`src/rtl/serial_adder_pkg.sv`:
```
// Shared FSM state type and elaboration-time helpers for serial_adder_pipe.
package serial_adder_pkg;

  typedef enum logic [1:0] {
    IDLE = 2'd0,
    RUN  = 2'd1,
    DONE = 2'd2
  } state_t;

  function automatic int unsigned calc_ndig(input int unsigned width, input int unsigned digit);
    return (digit == 0) ? 0 : width / digit;
  endfunction

  function automatic bit width_ok(input int unsigned width, input int unsigned digit);
    return (digit >= 1) && (width >= digit) && ((width % digit) == 0);
  endfunction

endpackage

```
`src/rtl/serial_adder_digit.sv`:
```
// Combinational DIGIT-bit ripple adder; also exposes the carry into its top bit
// so the parent can form two's-complement overflow.
module serial_adder_digit #(
  parameter int unsigned DIGIT = 2
) (
  input  logic [DIGIT-1:0] x,
  input  logic [DIGIT-1:0] y,
  input  logic             ci,
  output logic [DIGIT-1:0] s,
  output logic             co,
  output logic             c_msb
);

  logic [DIGIT:0] w_c;

  always_comb begin
    w_c    = '0;
    s      = '0;
    w_c[0] = ci;
    for (int unsigned i = 0; i < DIGIT; i++) begin
      s[i]     = x[i] ^ y[i] ^ w_c[i];
      w_c[i+1] = (x[i] & y[i]) | (w_c[i] & (x[i] ^ y[i]));
    end
  end

  assign co    = w_c[DIGIT];
  assign c_msb = w_c[DIGIT-1];

endmodule

```
`src/rtl/serial_adder_pipe.sv`:
```
// Digit-serial adder with valid/ready handshakes: DIGIT bits per clock, LSB first.
// Define SERIAL_ADDER_SUB_EN to add the 'sub' port (a - b - cin, cout = borrow).
module serial_adder_pipe
  import serial_adder_pkg::*;
#(
  parameter int unsigned WIDTH = 8,
  parameter int unsigned DIGIT = 2
) (
  input  logic             clk,
  input  logic             rst,
  input  logic             in_valid,
  output logic             in_ready,
  input  logic [WIDTH-1:0] a,
  input  logic [WIDTH-1:0] b,
  input  logic             cin,
`ifdef SERIAL_ADDER_SUB_EN
  input  logic             sub,
`endif
  output logic             out_valid,
  input  logic             out_ready,
  output logic [WIDTH-1:0] sum,
  output logic             cout,
  output logic             ovf
);

  localparam int unsigned NDIG     = calc_ndig(WIDTH, DIGIT);
  localparam bit          WIDTH_OK = width_ok(WIDTH, DIGIT);
  localparam int unsigned CW       = (NDIG > 1) ? $clog2(NDIG) : 1;
  localparam logic [CW-1:0] K_LAST = CW'(NDIG - 1);

  if (!WIDTH_OK) begin : g_bad_cfg
    $error("serial_adder_pipe: WIDTH must be a nonzero multiple of DIGIT");
  end

  state_t r_state, w_next;

  logic [WIDTH-1:0] r_a, r_b, r_sum;
  logic [CW-1:0]    r_k;
  logic             r_carry, r_cout, r_ovf;

  logic             w_accept, w_step, w_last;
  logic             w_sub_in, w_sub;
  int unsigned      w_shamt;
  logic [DIGIT-1:0] w_x, w_y, w_s;
  logic             w_co, w_cmsb;

  always_ff @(posedge clk or posedge rst) begin
    if (rst) r_state <= IDLE;
    else     r_state <= w_next;
  end

  always_comb begin
    w_next    = r_state;
    in_ready  = 1'b0;
    out_valid = 1'b0;
    case (r_state)
      IDLE: begin
        in_ready = 1'b1;
        if (in_valid) w_next = RUN;
      end
      RUN: begin
        if (r_k == K_LAST) w_next = DONE;
      end
      DONE: begin
        out_valid = 1'b1;
        if (out_ready) w_next = IDLE;
      end
      default: w_next = IDLE;
    endcase
  end

  assign w_accept = (r_state == IDLE) && in_valid;
  assign w_step   = (r_state == RUN);
  assign w_last   = w_step && (r_k == K_LAST);

`ifdef SERIAL_ADDER_SUB_EN
  logic r_sub;
  always_ff @(posedge clk or posedge rst) begin
    if (rst)           r_sub <= 1'b0;
    else if (w_accept) r_sub <= sub;
  end
  assign w_sub_in = sub;
  assign w_sub    = r_sub;
`else
  assign w_sub_in = 1'b0;
  assign w_sub    = 1'b0;
`endif

  // Digit k is selected by shifting rather than a variable part-select.
  assign w_shamt = 32'(r_k) * DIGIT;
  assign w_x     = DIGIT'(r_a >> w_shamt);
  assign w_y     = DIGIT'(r_b >> w_shamt) ^ {DIGIT{w_sub}};

  serial_adder_digit #(.DIGIT(DIGIT)) u_digit (
    .x     (w_x),
    .y     (w_y),
    .ci    (r_carry),
    .s     (w_s),
    .co    (w_co),
    .c_msb (w_cmsb)
  );

  always_ff @(posedge clk or posedge rst) begin
    if (rst) begin
      r_a     <= '0;
      r_b     <= '0;
      r_k     <= '0;
      r_carry <= 1'b0;
      r_sum   <= '0;
      r_cout  <= 1'b0;
      r_ovf   <= 1'b0;
    end else if (w_accept) begin
      r_a     <= a;
      r_b     <= b;
      r_k     <= '0;
      r_carry <= cin ^ w_sub_in;
      r_sum   <= '0;
      r_cout  <= 1'b0;
      r_ovf   <= 1'b0;
    end else if (w_step) begin
      // sum is cleared on accept, so OR-ing the shifted digit fills slice k.
      r_sum   <= r_sum | (WIDTH'(w_s) << w_shamt);
      r_carry <= w_co;
      r_k     <= w_last ? '0 : r_k + CW'(1);
      if (w_last) begin
        r_cout <= w_co ^ w_sub;
        r_ovf  <= w_cmsb ^ w_co;
      end
    end
  end

  assign sum  = r_sum;
  assign cout = r_cout;
  assign ovf  = r_ovf;

endmodule

```
`config.mk`:
```
export PLATFORM = sky130hd
export DESIGN_NAME = serial_adder_pipe
export DESIGN_NICKNAME = d
export VERILOG_FILES = /design/src/rtl/serial_adder_pkg.sv /design/src/rtl/serial_adder_digit.sv /design/src/rtl/serial_adder_pipe.sv
export SDC_FILE = /design/constraint.sdc
export NUM_CORES = 1
export LEC_CHECK = 0
export ABC_CLOCK_PERIOD_IN_PS = 2300
export CORE_MARGIN = 1
export CORE_UTILIZATION = 35
export CTS_BUF_LIST = sky130_fd_sc_hd__clkbuf_4 sky130_fd_sc_hd__clkbuf_8
export DETAILED_ROUTE_END_ITERATION = 7
export GPL_ROUTABILITY_DRIVEN = 0
export HOLD_SLACK_MARGIN = 0.08
export PLACE_DENSITY_LB_ADDON = 0.12
export REMOVE_ABC_BUFFERS = 1
export SKIP_LAST_GASP = 1
export SLEW_MARGIN = 10
export SYNTH_ARGS = -nofsm -noshare
export SYNTH_HDL_FRONTEND = slang
export SYNTH_SLANG_ARGS = --single-unit
```
`constraint.sdc`:
```
create_clock -name clk -period 2.3 [get_ports clk]
set_clock_uncertainty 0.1 [all_clocks]
set_input_delay 0.46 -clock clk [delete_from_list [all_inputs] [get_ports clk]]
set_output_delay 0.46 -clock clk [all_outputs]
set_load 0.02 [all_outputs]
```
==> impl_results.md, run 1 <==
- RSZ-0062 raised after global routing: yes
- P per Cell Area: 1525 nW/um^2
- Largest net degree at the start of global routing: 32
- GR Overflow Total: 0
- Final hold violations: 0
- CP max-delay cell: mux4_2
- Share of cells above drive strength 1: 16.02%
- Most instantiated cells after synthesis: 53 x nand2_1, 31 x dfrtp_1, 9 x nor2_1
- DP Wirelength: 1980 microns
- Worst-Skew Late Latency: 0.28 ns
- Clock sinks: 31
- Synth Cell Area: 1418 sq um
- Setup crit start kind: flip-flop
- Starting Density: 37.59%
- Die H: 65.64 microns
- DR iter-0 viols: 66
- Drt drc: 0
- Nets: 204
- Final period util: 101.4%
- TritonCTS clock tree: done
- Post-synth top area cell: dfrtp_1
- First-pass GRT wire length: 4857 microns
- Mux cell area share after synthesis: 6.355%
- Worst-Margin Slew: 0.5626 ns
- Routed WL per cell: 12.46 microns
- Post-route minimum period: 2.331 ns
- Final setup violation count: 2
- CP arrival: 2.40 ns
- All-Layer GR Usage: 15.71%
- Path category of the worst min-delay check: reg -> reg
- Count leader, synth: nand2_1
- Synth Flop Type: dfrtp_1
- Setup CP Type: reg -> reg
- Die span in x: 65.64 microns
- Syn Inst Count: 139
- Fillers: 344
- Avg Inst Size Synth: 10.20 sq um
- CP Max Fanout: 2
- Seq pwr share: 31.9%
- Routed vias: 1082
- I/O pins: 33
- Post-synthesis xor/xnor area fraction: 0.6178%
- CTS buffer count: 5
- Relative slew margins: 62.42%
- CP Cell Sequence: mux4_2, fa_2, fa_1, buf_4, a31oi_4, nor2_1
- Sequential area share after synthesis: 54.72%
- CTS H-tree depth: 2
- Max cap viols: 0
- CTS root buf: clkbuf_8
- Top delay family on crit path: adder cells
- Ys Warns: 0
- #FFs+latches synth: 31
- Net switching power figure: 0.001116 W
- Ranking of synthesized cells by area: dfrtp_1 55%, nand2_1 14%, mux4_2 6.4%, fa_1 2.8%, nor2_1 2.4%
- Dpl cell area: 1810 sq um
- Worst Setup End Kind: flip-flop
- Core ar.: 3771 sq um
- Initial antenna violation count: 0
- Worst setup margin: -0.03138 ns
- CP required: 2.37 ns
- Area grow syn2layout: 37.25%
- Failing checks: negative setup slack
- Synth Area in Adders: 3.707%
- Bufs on Longest Clock Path: 2
- DRT Pass-1 Iters: 4
- Number of global-route vias before repair: 1078
- Worst Path Buf+Inv: 1
- # diodes: 0
- Synth top area share: 54.72%
- Comb power frac: 51.9%
- Aggregate routed wire length: 2854 microns
- Largest family of logic cells by synthesized area: simple AND/OR/NAND/NOR gates
- Slew Limit Fails: 0
- Leak Pwr: 0.9118 nW
- Clock power frac: 16.2%
- Via/cell ratio: 4.725
- # hold bufs at CTS: 0
- Design area: 1946 sq um
- Site Rows: 22
- Post-synthesis compound-gate area fraction: 6.178%
- Routed Antenna Nets: 0
- Share of flip-flops with an asynchronous set or reset: 100.0%
- Internal: 0.001852 W
- Pre-CTS setup slack: -0.08876 ns
- Delay of the slowest critical-path stage: 0.53 ns
- Number of flops mapped to enable cells by yosys: 0
- Final Util: 51.59%
- IO Port Bufs: 32
- Setup_tns: -0.06176 ns
- Achievable clock frequency: 0.4289 GHz
- VDD IR max: 564.0 uV
- Status: finished, violations left
- Die area: 4309 sq um
- Simple-gate share of the synthesized area: 24.54%
- Switching part of the total: 37.61%
- Yosys cell types: 26
- Reg clk slew, reported paths: 0.06 ns
## through the flow
step	hold WS, ns	cells	power (W)
3_5_place_dp	0.3620	220	0.002411
2_1_floorplan	0.3403	132	0.001862
5_1_grt	0.4048	229	0.003225
3_3_place_gp	0.3566	220	0.002386
6_report	0.3736	229	0.002968
4_1_cts	0.3771	228	0.002930
## power groups by stage
stage / logic [W] / registers (W) / clock network [W]
after detailed placement: 0.00145 / 0.000956 / 0
after floorplan: 0.000827 / 0.00103 / 0
after global placement: 0.00143 / 0.000952 / 0
after global routing: 0.00172 / 0.000984 / 0.000517
after CTS: 0.00149 / 0.000949 / 0.000491
final: 0.00154 / 0.000947 / 0.000481
## logic make-up (layout without fill, tap and decap cells)
family	after synthesis	count (layout)
buffers and inverters	9	51
XOR/XNOR	1	1
multiplexers	4	4
flip-flops	31	31
adder cells (fa/ha/maj)	3	3
AO/OA/AOI/OAI	15	15
AND/OR/NAND/NOR	76	76
## placed cells by master (no fill, tap or decap), types with 3 or more instances in the layout
| cell | Yosys | routed |
|---|---|---|
| buf_4 | 0 | 8 |
| a21oi_1 | 5 | 5 |
| a31oi_1 | 5 | 4 |
| nor2_1 | 9 | 9 |
| dfrtp_1 | 31 | 31 |
| nand3_1 | 3 | 3 |
| nand2_1 | 53 | 53 |
| mux4_2 | 4 | 4 |
| clkdlybuf4s50_1 | 0 | 32 |
| clkbuf_8 | 0 | 7 |
## layout make-up
type                       instances  area (sq um)  share of cell area [%]
sequential                        31         775.7                   39.87
multi-input combinational         99         606.8                   31.19
tap                               48         60.06                   3.087
clock buffer                       8         103.9                   5.338
timing repair buffer              41         391.6                   20.13
inverter                           2         7.507                  0.3859
## layer usage
| layer | global-route usage [%] | wire, microns | vias to the layer above |
|---|---|---|---|
| li1 | - | - | 538 |
| met1 | 20.16 | 1304 | 513 |
| met2 | 23.98 | 1360 | 26 |
| met3 | 3.646 | 134 | 5 |
| met4 | 9.239 | 55 | 0 |
| met5 | 0 | 0 | - |
## worst paths after layout
kind,slack (ns),depth (start not counted),startpoint,end
setup / recovery,-0.03,6,r_k[1]$_DFFE_PP0P_,sum[7]$_DFFE_PP0P_
hold / removal,0.37,2,r_a[1]$_DFFE_PP0P_,r_a[1]$_DFFE_PP0P_
setup reg to reg,-0.03,6,r_k[1]$_DFFE_PP0P_,sum[7]$_DFFE_PP0P_
hold reg to reg,0.37,2,r_a[1]$_DFFE_PP0P_,r_a[1]$_DFFE_PP0P_
max in group asynchronous,1.34,3,rst,sum[7]$_DFFE_PP0P_
min in group asynchronous,0.46,3,rst,r_b[4]$_DFFE_PP0P_
## tightest hold or removal path: cells and delay by family, from the launching register on
kind	cells	cell delay [ns]
AND/OR/NAND/NOR	2	0.10
flip-flops	1	0.34
## sequential cells by signal, summed over array words and instances (netlist names)
register,cells
r_k,2
r_a,8
r_state,2
r_carry,1
cout,1
r_b,8
ovf,1
sum,8
## timing repair
item                                    in CTS  in global routing
endpoints found under the setup margin       4                  6
buffers inserted                             0                  1
resized for setup                            3                  1
pin swaps                                    4                  2
Note: power is estimated with default switching activity, not from simulation.
==> inputs of run 2 (changes only) <==
--- a/config.mk
+++ b/config.mk
@@ -10,9 +10,8 @@
 export CORE_UTILIZATION = 35
 export CTS_BUF_LIST = sky130_fd_sc_hd__clkbuf_4 sky130_fd_sc_hd__clkbuf_8
 export DETAILED_ROUTE_END_ITERATION = 7
-export GPL_ROUTABILITY_DRIVEN = 0
 export HOLD_SLACK_MARGIN = 0.08
-export PLACE_DENSITY_LB_ADDON = 0.12
+export PLACE_DENSITY = 0.6
 export REMOVE_ABC_BUFFERS = 1
 export SKIP_LAST_GASP = 1
 export SLEW_MARGIN = 10
==> run 2 against run 1 <==
Compared with the run above: the flow still finishes with violations (negative setup slack); power fell by 2.4%; final area fell by 1.2%; global-route usage rose by 0.32 points; critical path depth did not move; die area did not move; fmax fell by 0.12%; hold slack got worse by 0.0023 ns; register-to-register slack barely moved; sequential power rose by 0.5%; core utilization fell by 0.63 points; combinational power barely moved; non-clock buffer count rose by 1.
==> impl_results.md, run 2 (synthesis results as in run 1) <==
- Status: finished, violations left (unchanged)
- Failing checks: negative setup slack (unchanged)
- Commonest non-fill, non-tap cell in the layout: nand2_1 (unchanged)
- Worst path depth: 6 (unchanged)
- DRT Pass-1 Iters: 4 (unchanged)
- CTS H-tree depth: 2 (unchanged)
- Routed WL per cell: 12.66 microns (was 12.46 microns)
- CP required: 2.40 ns (was 2.37 ns)
- Path category of the worst min-delay check: reg -> reg (unchanged)
- DP Wirelength: 2025 microns (was 1980 microns)
- RSZ-0062 raised after global routing: yes (unchanged)
- Most frequent cells in the layout: 53 x nand2_1, 32 x clkdlybuf4s50_1, 31 x dfrtp_1 (unchanged)
- CTS root buf: clkbuf_8 (unchanged)
- # diodes: 0 (unchanged)
- All-Layer GR Usage: 16.03% (was 15.71%)
- VDD IR max: 511.4 uV (was 564.0 uV)
- Top Metal Used: met4 (unchanged)
- Drt drc: 0 (unchanged)
- R2R setup slack: -0.03 ns (about the same)
- Via/cell ratio: 4.825 (was 4.725)
- Die span in x: 65.64 microns (unchanged)
- Final period util: 101.5% (was 101.4%)
- Number of global-route vias before repair: 1121 (was 1078)
- Setup CP Type: reg -> reg (unchanged)
- Site Rows: 22 (unchanged)
- Switching part of the total: 37.67% (was 37.61%)
- Clock sinks: 31 (unchanged)
- Worst-Skew Late Latency: 0.28 ns (about the same)
- Worst Path Buf+Inv: 0 (was 1)
- Worst setup margin: -0.03409 ns (was -0.03138 ns)
- CP max-delay cell: mux4_2 (unchanged)
- Top delay family on crit path: adder cells (unchanged)
- Final hold violations: 0 (unchanged)
- CP Max Fanout: 2 (unchanged)
- Net switching power figure: 0.001091 W (was 0.001116 W)
- Routed vias: 1100 (was 1082)
- Starting Density: 37.59% (unchanged)
- Internal: 0.001806 W (was 0.001852 W)
- TritonCTS clock tree: done (unchanged)
- Dpl cells: 218 (was 220)
- IO Port Bufs: 32 (unchanged)
- Relative slew margins: 64.28% (was 62.42%)
- Max cap viols: 0 (unchanged)
- Largest net degree at the start of global routing: 32 (unchanged)
- Nets: 205 (was 204)
- Die area: 4309 sq um (unchanged)
- Worst Setup End Kind: flip-flop (unchanged)
- Initial antenna violation count: 0 (unchanged)
- CP arrival: 2.43 ns (was 2.40 ns)
- FF-to-FF End: sum[3]$_DFFE_PP0P_ (was sum[7]$_DFFE_PP0P_)
- Slew Limit Fails: 0 (unchanged)
- Core ar.: 3771 sq um (unchanged)
- GR Overflow Total: 0 (unchanged)
- DR iter-0 viols: 58 (was 66)
- CP Cell Sequence: mux4_2, fa_2, fa_1, nor2b_4, a31oi_1, nor2_1 (was mux4_2, fa_2, fa_1, buf_4, a31oi_4, nor2_1)
- Reg clk slew, reported paths: 0.06 ns (about the same)
- Total chip power: 0.002897 W (was 0.002968 W)
- Setup crit start kind: flip-flop (unchanged)
- Wire length on met3: 135 microns (was 134 microns)
- Routed Antenna Nets: 0 (unchanged)
- Die H: 65.64 microns (unchanged)
- Critical Path Start: r_k[0]$_DFFE_PP0P_ (was r_k[1]$_DFFE_PP0P_)
- Post-route minimum period: 2.334 ns (was 2.331 ns)
- Crit path capture: sum[3]$_DFFE_PP0P_ (was sum[7]$_DFFE_PP0P_)
- Comb power frac: 53.8% (was 51.9%)
- Placer Congestion: 0.7694
- Worst-Margin Slew: 0.5348 ns (was 0.5626 ns)
- Worst r2r path cells: 6 (unchanged)
- CTS buffer count: 5 (unchanged)
- Achievable clock frequency: 0.4284 GHz (was 0.4289 GHz)
- First-pass GRT wire length: 5085 microns (was 4857 microns)
- Met1 wire length: 1237 microns (was 1304 microns)
- Worst reg2reg path startpoint: r_k[0]$_DFFE_PP0P_ (was r_k[1]$_DFFE_PP0P_)
- Seq pwr share: 32.9% (was 31.9%)
- Non-filler cells, final: 228 (was 229)
- Share of cells above drive strength 1: 15.56% (was 16.02%)
- Area grow syn2layout: 35.57% (was 37.25%)
- I/O pins: 33 (unchanged)
- Bufs on Longest Clock Path: 2 (unchanged)
- Leak Pwr: 0.9048 nW (was 0.9118 nW)
- Final setup violation count: 4 (was 2)
- Clock power frac: 13.3% (was 16.2%)
- Aggregate routed wire length: 2886 microns (was 2854 microns)
- P per Cell Area: 1508 nW/um^2 (was 1525 nW/um^2)
- Met2 wire length: 1479 microns (was 1360 microns)
- Delay of the slowest critical-path stage: 0.53 ns (about the same)
[run 2: cell types whose count changed in the layout (fill, tap and decap cells not counted)]
cell / before / now
clkbuf_8: 7 / 5
nor2b_4: 0 / 1
a31oi_4: 1 / 0
a31oi_2: 0 / 1
buf_4: 8 / 9
nor2b_2: 1 / 0
[run 2: worst min-delay path by stage]
stage | slack (ns) | cells after the start | to | from
2_1_floorplan | 0.34 | 2 | r_a[2]$_DFFE_PP0P_ | r_a[2]$_DFFE_PP0P_
3_3_place_gp | 0.35 | 2 | r_a[5]$_DFFE_PP0P_ | r_a[5]$_DFFE_PP0P_
3_5_place_dp | 0.36 | 2 | r_b[3]$_DFFE_PP0P_ | r_b[3]$_DFFE_PP0P_
4_1_cts | 0.38 | 2 | r_b[3]$_DFFE_PP0P_ | r_b[3]$_DFFE_PP0P_
5_1_grt | 0.40 | 2 | r_a[2]$_DFFE_PP0P_ | r_a[2]$_DFFE_PP0P_
6_report | 0.37 | 2 | r_a[4]$_DFFE_PP0P_ | r_a[4]$_DFFE_PP0P_
[run 2: cell type report]
class                           count  area [sq um]
Clock buffer                        6         76.32
Fill cell                         330          1849
Inverter                            2         7.507
Multi-Input combinational cell     99         603.1
Sequential cell                    31         775.7
Tap cell                           48         60.06
Timing Repair Buffer               42         399.1
[run 2: metal layers]
metal / track usage, % / vias up
li1: - / 538
met1: 19.46 / 524
met2: 26.02 / 34
met3: 5.208 / 4
met4: 6.522 / 0
met5: 0 / -
[run 2: repair_timing]
action / in CTS / in global routing
pin swaps: 7 / 1
gates resized for setup: 4 / 1
hold buffers: 0 / 0
buffers inserted: 1 / 3
endpoints found under the setup margin: 4 / 6
[run 2: power groups by stage]
stage | logic, W | clock network [W] | registers, W
floorplan | 0.000827 | 0 | 0.00103
global placement | 0.00139 | 0 | 0.000955
detailed placement | 0.00143 | 0 | 0.000965
CTS | 0.00152 | 0.000404 | 0.000954
global route | 0.00174 | 0.000427 | 0.000986
finish | 0.00156 | 0.000385 | 0.000952
[run 2: tightest hold or removal path, cell delays in order, from the launching register on]
cell and delay, ns:
dfrtp_1 0.34, nand2_1 0.05, nand2_1 0.05
[run 2: metrics by stage]
stage               util [%]  hold slack [ns]  setup TNS, ns  instance area, sq um  setup WS (ns)
detailed placement     47.61           0.3610        -0.3668                  1795        -0.1006
finish                 50.96           0.3713       -0.06042                  1922       -0.03409
CTS                    50.20           0.3756        -0.1608                  1893       -0.04924
global route           50.96           0.4003        -0.3921                  1922        -0.1076
global placement       47.61           0.3536        -0.1501                  1795       -0.05271
floorplan                  -           0.3403         -1.231                  1370        -0.3249
==> inputs of run 3 (changes only) <==
--- a/config.mk
+++ b/config.mk
@@ -10,9 +10,11 @@
 export CORE_UTILIZATION = 35
 export CTS_BUF_LIST = sky130_fd_sc_hd__clkbuf_4 sky130_fd_sc_hd__clkbuf_8
 export DETAILED_ROUTE_END_ITERATION = 7
+export DONT_BUFFER_PORTS = 1
 export HOLD_SLACK_MARGIN = 0.08
-export PLACE_DENSITY = 0.6
+export PLACE_DENSITY = 0.49
 export REMOVE_ABC_BUFFERS = 1
+export SKIP_CTS_REPAIR_TIMING = 1
 export SKIP_LAST_GASP = 1
 export SLEW_MARGIN = 10
 export SYNTH_ARGS = -nofsm -noshare
==> run 3 against run 2 <==
Compared with the run above: the flow still finishes with violations (negative setup slack); die area is the same; hold slack lost 0.20 ns; critical path depth is the same; clock-buffer cell count grew 1; clock power grew 13%; largest power group unchanged; highest routed layer unchanged.
==> impl_results.md, run 3 (synthesis results as in run 1) <==
- Die span in x: 65.64 microns (unchanged)
- Bufs on Longest Clock Path: 2 (unchanged)
- Failing checks: negative setup slack (unchanged)
- Routed WL per cell: 14.27 microns (was 12.66 microns)
- Status: finished, violations left (unchanged)
- Post-route minimum period: 2.392 ns (was 2.334 ns)
- Max cap viols: 0 (unchanged)
- Relative slew margins: 63.41% (was 64.28%)
- Final Util: 42.93% (was 50.96%)
- CP required: 2.42 ns (was 2.40 ns)
- Worst Path Buf+Inv: 0 (unchanged)
- Starting Density: 37.59% (unchanged)
- DP Wirelength: 1955 microns (was 2025 microns)
- CP arrival: 2.51 ns (was 2.43 ns)
- Pre-CTS setup slack: -0.1096 ns (was -0.1006 ns)
- Top delay family on crit path: adder cells (unchanged)
- Clock sinks: 31 (unchanged)
- Die area: 4309 sq um (unchanged)
- TritonCTS clock tree: done (unchanged)
- Worst reg2reg path startpoint: r_k[0]$_DFFE_PP0P_ (unchanged)
- Final setup violation count: 4 (unchanged)
- Largest net degree at the start of global routing: 32 (unchanged)
- Setup crit start kind: flip-flop (unchanged)
- Routed vias: 988 (was 1100)
- Area grow syn2layout: 14.21% (was 35.57%)
- CP Cell Sequence: mux4_2, fa_2, fa_2, nor2b_2, a31oi_1, nor2_1 (was mux4_2, fa_2, fa_1, nor2b_4, a31oi_1, nor2_1)
- Design area: 1619 sq um (was 1922 sq um)
- Final hold violations: 0 (unchanged)
- Nets: 174 (was 205)
- Delay of the slowest critical-path stage: 0.55 ns (was 0.53 ns)
- Path category of the worst min-delay check: in -> reg (was reg -> reg)
- Routed Antenna Nets: 0 (unchanged)
- Critical Path Start: r_k[0]$_DFFE_PP0P_ (unchanged)
- Number of global-route vias before repair: 993 (was 1121)
- Dpl cell area: 1490 sq um (was 1795 sq um)
- Worst setup margin: -0.09235 ns (was -0.03409 ns)
- P per Cell Area: 1704 nW/um^2 (was 1508 nW/um^2)
- CTS buffer count: 5 (unchanged)
- Fillers: 375 (was 330)
- CP Max Fanout: 3 (was 2)
- Site Rows: 22 (unchanged)
- CP max-delay cell: mux4_2 (unchanged)
- Setup CP Type: reg -> reg (unchanged)
- Final period util: 104.0% (was 101.5%)
- Initial antenna violation count: 0 (unchanged)
- Multi-input gate area: 601.8 sq um (was 603.1 sq um)
- Die H: 65.64 microns (unchanged)
- I/O pins: 33 (unchanged)
- DRT Pass-1 Iters: 4 (unchanged)
- Achievable clock frequency: 0.4180 GHz (was 0.4284 GHz)
- All-Layer GR Usage: 15.29% (was 16.03%)
- Worst Setup End Kind: flip-flop (unchanged)
- VDD IR max: 640.9 uV (was 511.4 uV)
- Most frequent cells in the layout: 53 x nand2_1, 31 x dfrtp_1, 10 x buf_4 (was 53 x nand2_1, 32 x clkdlybuf4s50_1, 31 x dfrtp_1)
- HP Start: a[4] (was r_a[4]$_DFFE_PP0P_)
- Share of cells above drive strength 1: 20.53% (was 15.56%)
- Worst-Margin Slew: 0.5482 ns (was 0.5348 ns)
- CTS root buf: clkbuf_8 (unchanged)
- Most numerous cell on the critical path: fa_2
- CTS H-tree depth: 2 (unchanged)
- Worst-Skew Late Latency: 0.29 ns (was 0.28 ns)
- Drt drc: 0 (unchanged)
- # diodes: 0 (unchanged)
- Via/cell ratio: 4.965 (was 4.825)
- Commonest non-fill, non-tap cell in the layout: nand2_1 (unchanged)
- Leak Pwr: 0.7931 nW (was 0.9048 nW)
- Total chip power: 0.002758 W (was 0.002897 W)
- Reg clk slew, reported paths: 0.07 ns (was 0.06 ns)
- Storage cell area: 775.7 sq um (unchanged)
- GR Overflow Total: 0 (unchanged)
- Core ar.: 3771 sq um (unchanged)
- IO Port Bufs: 0 (was 32)
- RSZ-0062 raised after global routing: yes (unchanged)
- Slew Limit Fails: 0 (unchanged)
- Placer Congestion: 0.7271 (was 0.7694)
- First-pass GRT wire length: 4740 microns (was 5085 microns)
- DR iter-0 viols: 65 (was 58)
- Aggregate routed wire length: 2839 microns (was 2886 microns)
run 3: cell types whose count changed in the layout (fill, tap and decap cells not counted):
cell,previous run,this run
clkbuf_4,1,2
xnor2_1,1,0
nor2b_2,0,1
a31oi_2,1,0
fa_2,1,2
a31oi_1,4,5
xnor2_2,0,1
clkdlybuf4s50_1,32,0
buf_6,1,0
clkinv_2,0,1
fa_1,1,0
nor2b_4,1,0
buf_4,9,10
dlygate4sd3_1,0,1
run 3: per-stage QoR:
stage / setup TNS [ns] / instances / hold slack, ns
6_report: -0.2517 / 199 / 0.1757
3_5_place_dp: -0.3630 / 188 / 0.3571
3_3_place_gp: -0.2231 / 188 / 0.3538
2_1_floorplan: -1.231 / 132 / 0.3403
5_1_grt: -0.6981 / 199 / 0.1698
4_1_cts: -0.4470 / 196 / 0.04424
run 3: final cells by class:
| class | count | area share, % |
|---|---|---|
| inverters | 2 | 0.4637 |
| repair buffers | 11 | 5.255 |
| well taps | 48 | 3.709 |
| multi-input cells | 99 | 37.17 |
| flip-flops and latches | 31 | 47.91 |
| clock inverters | 1 | 0.3091 |
| clock buffers | 7 | 5.178 |
run 3: worst paths after layout:
kind / endpoint / slack, ns / cells after the start
min: r_a[4]$_DFFE_PP0P_ / 0.18 / 2
max in group asynchronous: r_a[1]$_DFFE_PP0P_ / 1.22 / 3
max reg2reg: sum[3]$_DFFE_PP0P_ / -0.09 / 6
max: sum[3]$_DFFE_PP0P_ / -0.09 / 6
min in group asynchronous: r_carry$_DFFE_PP0P_ / 0.60 / 3
min reg2reg: r_a[6]$_DFFE_PP0P_ / 0.37 / 2
run 3: routing by layer:
metal,track usage [%],wire length (microns),share of wire [%]
met3,7.813,204,7.2
met2,23.34,1322,47
met1,17.87,1262,44
met5,0,0,0
met4,6.522,50,1.8
run 3: power breakdown:
part	switching, W	internal, W	leakage, nW
logic	0.000627	0.000650	0.351
clock network	0.000200	0.000235	0.0491
registers	0.000255	0.000789	0.393
total	0.00108	0.00168	0.793
